$ cat config.mk
export PLATFORM = sky130hd
export DESIGN_NAME = nand_tree_pipe
export DESIGN_NICKNAME = d
export VERILOG_FILES = /design/src/rtl/nand_tree_pkg.sv /design/src/rtl/nand_tree_stage.sv /design/src/rtl/nand_tree_pipe.sv
export SDC_FILE = /design/constraint.sdc
export NUM_CORES = 1
export LEC_CHECK = 0
export CAP_MARGIN = 30
export CORE_MARGIN = 2
export CORE_UTILIZATION = 48
export DETAILED_ROUTE_END_ITERATION = 12
export PLACE_DENSITY = 0.76
export SETUP_SLACK_MARGIN = 0.2
export SYNTH_ARGS = -nofsm -noshare
export SYNTH_HDL_FRONTEND = slang
export SYNTH_HIERARCHICAL = 1
export SYNTH_SLANG_ARGS = --single-unit
$ cat constraint.sdc
create_clock -name clk -period 2.6 [get_ports clk]
set_clock_uncertainty 0.15 [all_clocks]
set_input_delay 0.52 -clock clk [delete_from_list [all_inputs] [get_ports clk]]
set_output_delay 0.52 -clock clk [all_outputs]
set_load 0.005 [all_outputs]
$ cat src/rtl/nand_tree_pkg.sv
// Shared types and helpers for the pipelined reduction-gate tree.
package nand_tree_pkg;

   localparam int STATS_W = 16;

   typedef enum logic [2:0] {
      MODE_AND  = 3'd0,
      MODE_NAND = 3'd1,
      MODE_OR   = 3'd2,
      MODE_NOR  = 3'd3,
      MODE_XOR  = 3'd4,
      MODE_XNOR = 3'd5,
      MODE_RSV6 = 3'd6,
      MODE_RSV7 = 3'd7
   } gate_mode_t;

   typedef enum logic [1:0] {
      FAM_AND = 2'd0,
      FAM_OR  = 2'd1,
      FAM_XOR = 2'd2
   } gate_family_t;

   // Ceiling log2; 0 for n <= 1.
   function automatic int clog2(input int n);
      int r;
      r = 0;
      for (int v = 1; v < n; v = v * 2) r++;
      return r;
   endfunction

   // Associative operator used inside the tree; reserved codes behave as NAND.
   function automatic gate_family_t family(input gate_mode_t m);
      case (m)
         MODE_OR, MODE_NOR:   return FAM_OR;
         MODE_XOR, MODE_XNOR: return FAM_XOR;
         default:             return FAM_AND;
      endcase
   endfunction

   // Neutral element of the tree operator: pads unused leaves and masked inputs.
   function automatic logic identity(input gate_mode_t m);
      return (family(m) == FAM_AND);
   endfunction

   function automatic logic is_inverting(input gate_mode_t m);
      case (m)
         MODE_AND, MODE_OR, MODE_XOR: return 1'b0;
         default:                     return 1'b1;
      endcase
   endfunction

endpackage

$ cat src/rtl/nand_tree_stage.sv
// One pipeline stage of the reduction tree: collapses IN_W leaves per channel
// down to OUT_W nodes and registers them with a valid bit that holds on stall.
module nand_tree_stage
   import nand_tree_pkg::*;
#(
   parameter int CH    = 1,
   parameter int IN_W  = 4,
   parameter int OUT_W = 1,
   parameter bit LAST  = 1'b1
) (
   input  logic               clk,
   input  logic               rst,
   input  logic               hold,
   input  logic               vld_in,
   input  logic [2:0]         mode_in,
   input  logic [CH*IN_W-1:0] din,
   output logic               vld_out,
   output logic [CH*OUT_W-1:0] dout
);

   localparam int GRP = IN_W / OUT_W;

   gate_mode_t          m;
   logic [GRP-1:0]      grp;
   logic [CH*OUT_W-1:0] red;

   assign m = gate_mode_t'(mode_in);

   // Reduce each group of adjacent leaves to one node; the final stage applies the inversion.
   always_comb begin
      red = '0;
      grp = '0;
      for (int c = 0; c < CH; c++) begin
         for (int o = 0; o < OUT_W; o++) begin
            grp = din[c*IN_W + o*GRP +: GRP];
            case (family(m))
               FAM_OR:  red[c*OUT_W + o] = |grp;
               FAM_XOR: red[c*OUT_W + o] = ^grp;
               default: red[c*OUT_W + o] = &grp;
            endcase
            if (LAST && is_inverting(m)) red[c*OUT_W + o] = ~red[c*OUT_W + o];
         end
      end
   end

   // Stage register bank; frozen while the pipeline is stalled.
   always_ff @(posedge clk or posedge rst) begin
      if (rst) begin
         vld_out <= 1'b0;
         dout    <= '0;
      end else if (!hold) begin
         vld_out <= vld_in;
         dout    <= red;
      end
   end

endmodule

$ cat src/rtl/nand_tree_pipe.sv
// Pipelined, multi-channel N-input reduction gate (AND/NAND/OR/NOR/XOR/XNOR)
// with per-input mask and a valid/ready stream interface under global stall.
// Optional feature macro: NAND_TREE_STATS_EN adds stat_clr/stat_ones, a
// saturating count of accepted results whose channel-0 bit is 1.
module nand_tree_pipe
   import nand_tree_pkg::*;
#(
   parameter int N_IN       = 3,
   parameter int CH         = 1,
   parameter int STAGE_LVLS = 2
) (
   input  logic               clk,
   input  logic               rst,
   input  logic               in_valid,
   output logic               in_ready,
   input  logic [CH*N_IN-1:0] in_data,
   input  logic [N_IN-1:0]    in_mask,
   input  logic [2:0]         mode,
   output logic               out_valid,
   input  logic               out_ready,
   output logic [CH-1:0]      out_data
`ifdef NAND_TREE_STATS_EN
   ,
   input  logic               stat_clr,
   output logic [STATS_W-1:0] stat_ones
`endif
);

   localparam int D  = (clog2(N_IN) > 1) ? clog2(N_IN) : 1;
   localparam int S  = (D + STAGE_LVLS - 1) / STAGE_LVLS;
   localparam int LW = 1 << D;

   // Bit offset of tree-stage k's input segment inside the data chain.
   function automatic int seg_off(input int k);
      int o;
      o = 0;
      for (int j = 0; j < k; j++) o += CH * (1 << (D - j*STAGE_LVLS));
      return o;
   endfunction

   localparam int TOT = seg_off(S);

   logic               stall;
   logic               vld_p0;
   logic [CH*N_IN-1:0] data_p0;
   logic [N_IN-1:0]    mask_p0;
   logic [2:0]         mode_p0;
   logic               ident;
   logic [CH*LW-1:0]   leaves;

   wire  [TOT-1:0]     dchain;
   wire  [S:0]         vld_chain;
   wire  [3*S-1:0]     mode_chain;

   assign stall    = out_valid && !out_ready;
   assign in_ready = !rst && !stall;
   assign ident    = identity(gate_mode_t'(mode_p0));

   // Input register: capture sample, mask and mode on handshake; hold during stall.
   always_ff @(posedge clk or posedge rst) begin
      if (rst) begin
         vld_p0  <= 1'b0;
         data_p0 <= '0;
         mask_p0 <= '0;
         mode_p0 <= '0;
      end else if (!stall) begin
         vld_p0 <= in_valid;
         if (in_valid) begin
            data_p0 <= in_data;
            mask_p0 <= in_mask;
            mode_p0 <= mode;
         end
      end
   end

   // Build the padded leaf row: masked and padding leaves take the operator identity.
   always_comb begin
      leaves = '0;
      for (int c = 0; c < CH; c++) begin
         for (int i = 0; i < LW; i++) leaves[c*LW + i] = ident;
         for (int i = 0; i < N_IN; i++)
            if (!mask_p0[i]) leaves[c*LW + i] = data_p0[c*N_IN + i];
      end
   end

   assign dchain[0 +: CH*LW]  = leaves;
   assign vld_chain[0]        = vld_p0;
   assign mode_chain[0 +: 3]  = mode_p0;
   assign out_valid           = vld_chain[S];

   for (genvar k = 0; k < S; k++) begin : g_stg
      localparam int IW   = 1 << (D - k*STAGE_LVLS);
      localparam int OL   = (D - (k+1)*STAGE_LVLS > 0) ? D - (k+1)*STAGE_LVLS : 0;
      localparam int OW   = 1 << OL;
      localparam bit LAST = (k == S-1);

      logic [CH*OW-1:0] dout;

      nand_tree_stage #(
         .CH   (CH),
         .IN_W (IW),
         .OUT_W(OW),
         .LAST (LAST)
      ) u_stage (
         .clk    (clk),
         .rst    (rst),
         .hold   (stall),
         .vld_in (vld_chain[k]),
         .mode_in(mode_chain[3*k +: 3]),
         .din    (dchain[seg_off(k) +: CH*IW]),
         .vld_out(vld_chain[k+1]),
         .dout   (dout)
      );

      if (LAST) begin : g_out
         assign out_data = dout;
      end else begin : g_mid
         logic [2:0] mode_q;

         // Carry each sample's mode alongside its partial results.
         always_ff @(posedge clk or posedge rst) begin
            if (rst)         mode_q <= '0;
            else if (!stall) mode_q <= mode_chain[3*k +: 3];
         end

         assign dchain[seg_off(k+1) +: CH*OW] = dout;
         assign mode_chain[3*(k+1) +: 3]      = mode_q;
      end
   end

`ifdef NAND_TREE_STATS_EN
   // Saturating count of accepted results with channel-0 bit set; clear beats increment.
   always_ff @(posedge clk or posedge rst) begin
      if (rst)
         stat_ones <= '0;
      else if (stat_clr)
         stat_ones <= '0;
      else if (out_valid && out_ready && out_data[0] && (stat_ones != {STATS_W{1'b1}}))
         stat_ones <= stat_ones + 1'b1;
   end
`endif

endmodule

=== Word level (Yosys, flattened, before mapping) ===
Cells that the tools add are included.

* Register bits: 12
* Bits in latches: 0
* RAM bits: 0
* ROM bits: 0
* Bits of input ports: 13
* Output and inout port bits: 3
* Logic and storage cells: 34
* Memories: 0

* Add/subtract/negate cells: 0
* Multipliers: 0
* Divide/modulo/power cells: 0
* Order comparisons: 0
* Eq/ne operators: 6
* Shifts and indexed selects: 0
* Muxes and demuxes: 6
* Bitwise operators: 2
* Reductions and logical operators: 14

{| class="wikitable"
|+ Operators with widths
! operator !! number
|-
| == test 3 x 2 -> 1 bit, second input constant || 2
|-
| == test 3 bit, second input constant || 2
|-
| 2-to-1 mux 1 bit || 4
|-
| case mux 2 bit (2 select lines) || 1
|-
| AND reduction 4 bit || 1
|-
| OR reduction 2 bit || 2
|-
| OR reduction 4 bit || 1
|-
| parity 4 bit || 1
|-
| logical NOT 1 bit || 3
|-
| logical NOT 3 bit || 1
|-
| OR reduction 3 bit || 1
|-
| == test 2 x 1 -> 1 bit, second input constant || 1
|-
| == test 2 bit, second input constant || 1
|-
| logical AND 1 bit || 2
|-
| logical NOT 2 bit || 1
|-
| inverter 1 bit || 2
|-
| case mux 1 bit (2 select lines) || 1
|-
| AND reduction 2 bit || 1
|}

=== Longest topological paths before layout ===
* Depth in word-level cells: 9
* Gate-level depth with buffers: 8
* Mapped depth without buffers: 8

=== Modules after synthesis ===
Netlist, hierarchy kept.

{| class="wikitable"
|+ Modules (own cells, without submodules)
! module !! instances !! cells an instance !! area each (µm²) !! seq. area each (µm²)
|-
| nand_tree_pipe || 1 || 30 || 481.7 || 250.2
|-
| nand_tree_stage || 1 || 30 || 246.5 || 50.0
|}

=== Worst setup path after synthesis ===
OpenSTA, ideal clock, no wires.

* Path type: reg2reg
* From: reg mode_p0[1] (netlist: mode_chain[1])
* To: reg g_stg[0].u_stage.dout
* Data arrival time: 1.661 ns
* Path slack: 0.663 ns
* Stages on the path, launching flop included: 9
* Clock period less this slack: 1.937 ns
* Cells stage by stage: dfrtp_1 xnor2_1 mux2_2 inv_1 ha_1 xor2_1 nand3b_1 a21oi_1 nand3b_1

* Longest elaborated chain between the ends: 9
* Elaborated cells on any way between the ends: 21
* Those cells by class: eq/ne (6); mux (6); bitwise (1); reduce/logical (8)

{| class="wikitable"
|+ Ends and longest elaborated chain
! element !! line !! RTL
|-
| start, declared || nand_tree_pipe.sv:47 || <nowiki>logic [2:0] mode_p0;</nowiki>
|-
| start signal, assigned || nand_tree_pipe.sv:71 || <nowiki>mode_p0 <= mode;</nowiki>
|-
| == test 3 bit / == test 3 x 2 -> 1 bit (equally long branches) || nand_tree_pkg.sv:33 || <nowiki>case (m)</nowiki>
|-
| OR reduction 2 bit || nand_tree_pkg.sv:33 ||
|-
| case mux 2 bit (2 select lines) (*) || nand_tree_pkg.sv:33 ||
|-
| logical NOT 2 bit (*) || nand_tree_pkg.sv:42 || <nowiki>return (family(m) == FAM_AND);</nowiki>
|-
| net dchain[3] || nand_tree_pipe.sv:51 || <nowiki>wire [TOT-1:0] dchain;</nowiki>
|-
| 2-to-1 mux 1 bit (*) || nand_tree_pipe.sv:82 || <nowiki>if (!mask_p0[i]) leaves[c*LW + i] = data_p0[c*N_IN + i];</nowiki>
|-
| net dchain[2] || nand_tree_pipe.sv:51 ||
|-
| AND reduction 4 bit, or another cell as far along || nand_tree_stage.sv:39 || <nowiki>default: red[c*OUT_W + o] = &grp;</nowiki>
|-
| case mux 1 bit (2 select lines) (*) || nand_tree_stage.sv:36 || <nowiki>case (family(m))</nowiki>
|-
| inverter 1 bit || nand_tree_stage.sv:41 || <nowiki>if (LAST && is_inverting(m)) red[c*OUT_W + o] = ~red[c*OUT_W + o];</nowiki>
|-
| 2-to-1 mux 1 bit (*) || nand_tree_stage.sv:41 ||
|-
| end signal, assigned || nand_tree_stage.sv:53 || <nowiki>dout <= red;</nowiki>
|-
| end, declared || nand_tree_stage.sv:18 || <nowiki>output logic [CH*OUT_W-1:0] dout</nowiki>
|}

The timed path passes the listed nets; every way through them passes the cells marked *.
A chain may end at the register's enable or synchronous reset.

=== Final worst setup path ===
* From: in out_ready
* To: out in_ready

* Longest elaborated chain between the ends: 4

{| class="wikitable"
|+ Ends and longest elaborated chain
! element !! line !! RTL
|-
| start, declared || nand_tree_pipe.sv:20 || <nowiki>input logic out_ready,</nowiki>
|-
| logical NOT 1 bit || nand_tree_pipe.sv:55 || <nowiki>assign stall = out_valid && !out_ready;</nowiki>
|-
| logical AND 1 bit || nand_tree_pipe.sv:55 ||
|-
| net stall || nand_tree_pipe.sv:43 || <nowiki>logic stall;</nowiki>
|-
| logical NOT 1 bit || - ||
|-
| logical AND 1 bit || nand_tree_pipe.sv:56 || <nowiki>assign in_ready = !rst && !stall;</nowiki>
|-
| end, declared || nand_tree_pipe.sv:15 || <nowiki>output logic in_ready,</nowiki>
|}

The timed path passes the listed nets, and every way through them passes these cells.

==> impl_results.md <==
- CTS Hold Bufs: 0
- Final net count: 98
- Detail Route Antenna Nets: 0
- Top_reg_cell synth: dfrtp_1
- Overall routing resource usage: 16.13%
- GRT overflow: 0
- DP Wirelength: 982.9 µm
- Worst-margin pin slew: 0.3782 ns
- Maxcap violations: 0
- Final setup viols: 0
- Die Area: 0.001845 mm²
- Final Cell Area: 923.4 µm²
- Minimum clock period: between 2 and 2.5 ns
- Wirelength, routed: 1230 µm
- Die Span Y: 42.95 µm
- Synthesis-to-layout area growth: 26.80%
- H-tree depth: 1
- Crit path DAT: roughly 1.7 ns
- Max transition margin: 74.76%
- FP Rows: 14
- Post-synth EDFFs: 0
- Crit path launch type: input port
- R2R cell count: 8
- Fin cells: 94
- CTS Buffer Depth: 2
- Initial antenna violation count: 0
- Total Neg Setup Slack: 0 ns
- Number of fill cells: 120
- Final core occ: 62.76%
- DR vias: 464
- Number of global-route vias before repair: 463
- Syn_area_per_cell: roughly 12 µm²
- Dpl ws: 0.2464 ns
- First-pass GRT wire length: 2076 µm
- VDD IR-drop max: around 0.44 mV
- Dpl cells: 90
- DRT iter0 DRCs: 4
- Most frequent cell after synthesis: dfrtp_1
- Largest net degree at the start of global routing: 11
- DP Area: 887.1 µm²
- Min-delay worst type: in -> async
- Cts bufs inserted: 3
- Final Wtd Congestion: between 0.7 and 0.8
- Warnings from Yosys: 6
- CP required: roughly 1.9 ns
- Status: completed
- Die Width: 42.95 µm
- IO Port Bufs: 15
- Distinct cells, synth: 18
- PD cells: 744.9 mW/mm²
- Post-Synthesis Cells: 60
- Post-synth top cells: 12 x dfrtp_1, 9 x mux2_4, 8 x inv_1, 6 x ha_1
- Area share of the largest cell type after synthesis: 41.24%
- Seq/Total Area, Yosys: between 40 and 50%
- Post-synth ARST share: 100.0%
- Max frequency: about 430 MHz
- Setup slack after layout: 0.2474 ns
- Via density: approximately 4.9
- DRC viols: 0
- First-pass DRT Iterations: 4
- I/O pin total: 16
- Register Area: between 300 and 400 µm²
- Unrepaired setup endpoints after global routing: no
- CTS tree: yes
- Lkg Pwr: 0.4507 nW
- Clock root buffer: clkbuf_4
- Multi-input gate area: just under 400 µm²
- Antenna Cells: 0
- Crit share post-route: ~90%
- Synth area leader: dfrtp_1
- Crit Path Class: in -> out
- Syn nets: slightly below 80
- Clock Latency Late Sink: 0.27 ns
- Final Hold Vio Count: 0
- Postcts setup bufs: 0
- Worst-path fanout max: 7
- WL/cell: 13.09 µm
- Max Slew Vio Count: 0
- Synth Register Bits: 12
- Initial core utilization: approximately half
- Worst Setup End Kind: output pin
- Layout cell share with drive strength beyond 1: 24.36%
- Core Box Area: approximately 0.0015 mm²
- Clock sink total: 12
- Synth area leaders: dfrtp_1 41%, mux2_4 19%, ha_1 10%
- Cell Area, Synth: 728.2 µm²
- CTS clk-pin slew, worst paths: about 0.080 ns
- Post_cts resized: 0
state kept, by name, summed over array words and instances (netlist names):
| name | count |
|---|---|
| data_p0 | 3 |
| mask_p0 | 3 |
| g_stg.u_stage/vld_out | 1 |
| vld_p0 | 1 |
| g_stg.u_stage/dout | 1 |
| mode_chain | 3 |
layout make-up:
class / count / area share [%]
Inverter: 8 / 3.252
Sequential cell: 12 / 32.52
Tap cell: 16 / 2.168
Timing Repair Buffer: 15 / 16.26
Clock buffer: 4 / 3.930
Multi-Input combinational cell: 39 / 41.87
final timing paths:
| kind | startpoint | slack (ns) | to |
|---|---|---|---|
| hold reg to reg | vld_p0 | 0.34 | vld_p0 |
| setup reg to reg | mode_chain[1] | 0.47 | g_stg[0].u_stage/dout |
| setup / recovery | out_ready | 0.25 | in_ready |
| hold / removal | rst | 0.31 | g_stg[0].u_stage/dout |
| max in group asynchronous | rst | 1.60 | mask_p0[0] |
| min in group clk | vld_p0 | 0.34 | vld_p0 |
logic make-up after synthesis:
kind of cell	share of synthesized area (%)
and+or+nand+nor	13.06
AOI/OAI and AO/OA	2.578
DFF	41.24
adders and majority gates	10.31
buffers and inverters	5.670
muxes	24.74
xor gates and xnor gates	2.406
critical path: stages:
cell             delay (ns)
clkdlybuf4s50_1        0.51
nor2b_4                0.07
nor2_1                 0.08
clkdlybuf4s50_1        0.50
stage by stage:
step	power (mW)	hold WS, ns
global route	0.7432	0.3179
floorplan	0.4601	0.1112
CTS	0.6989	0.3022
global placement	0.5343	0.3138
detailed placement	0.5472	0.3143
finish	0.6878	0.3060
power breakdown:
part / internal [mW] / switching (mW)
clock: 0.0851 / 0.0625
sequential: 0.229 / 0.0326
combinational: 0.167 / 0.112
routing by layer:
| metal | wire length [µm] | vias up | track usage [%] |
|---|---|---|---|
| met5 | 0 | - | 0 |
| met4 | 55 | 0 | 14.55 |
| met3 | 17 | 4 | 2.553 |
| met2 | 591 | 7 | 23.94 |
| met1 | 566 | 217 | 19.84 |
| li1 | - | 236 | - |
placed cells by master, fill, tap and decap left out, drive strengths merged:
cell type and count:
nand2b 3, nor2b 3, nand2 4, inv 8, nand3b 2, clkdlybuf4s50 15, a21oi 2, dfrtp 12
nor2 2, clkbuf 4, xnor2 1, ha 6, a32oi 1, xor2 1, nand3 1, mux2 13
(Power assumes the default switching activity.)
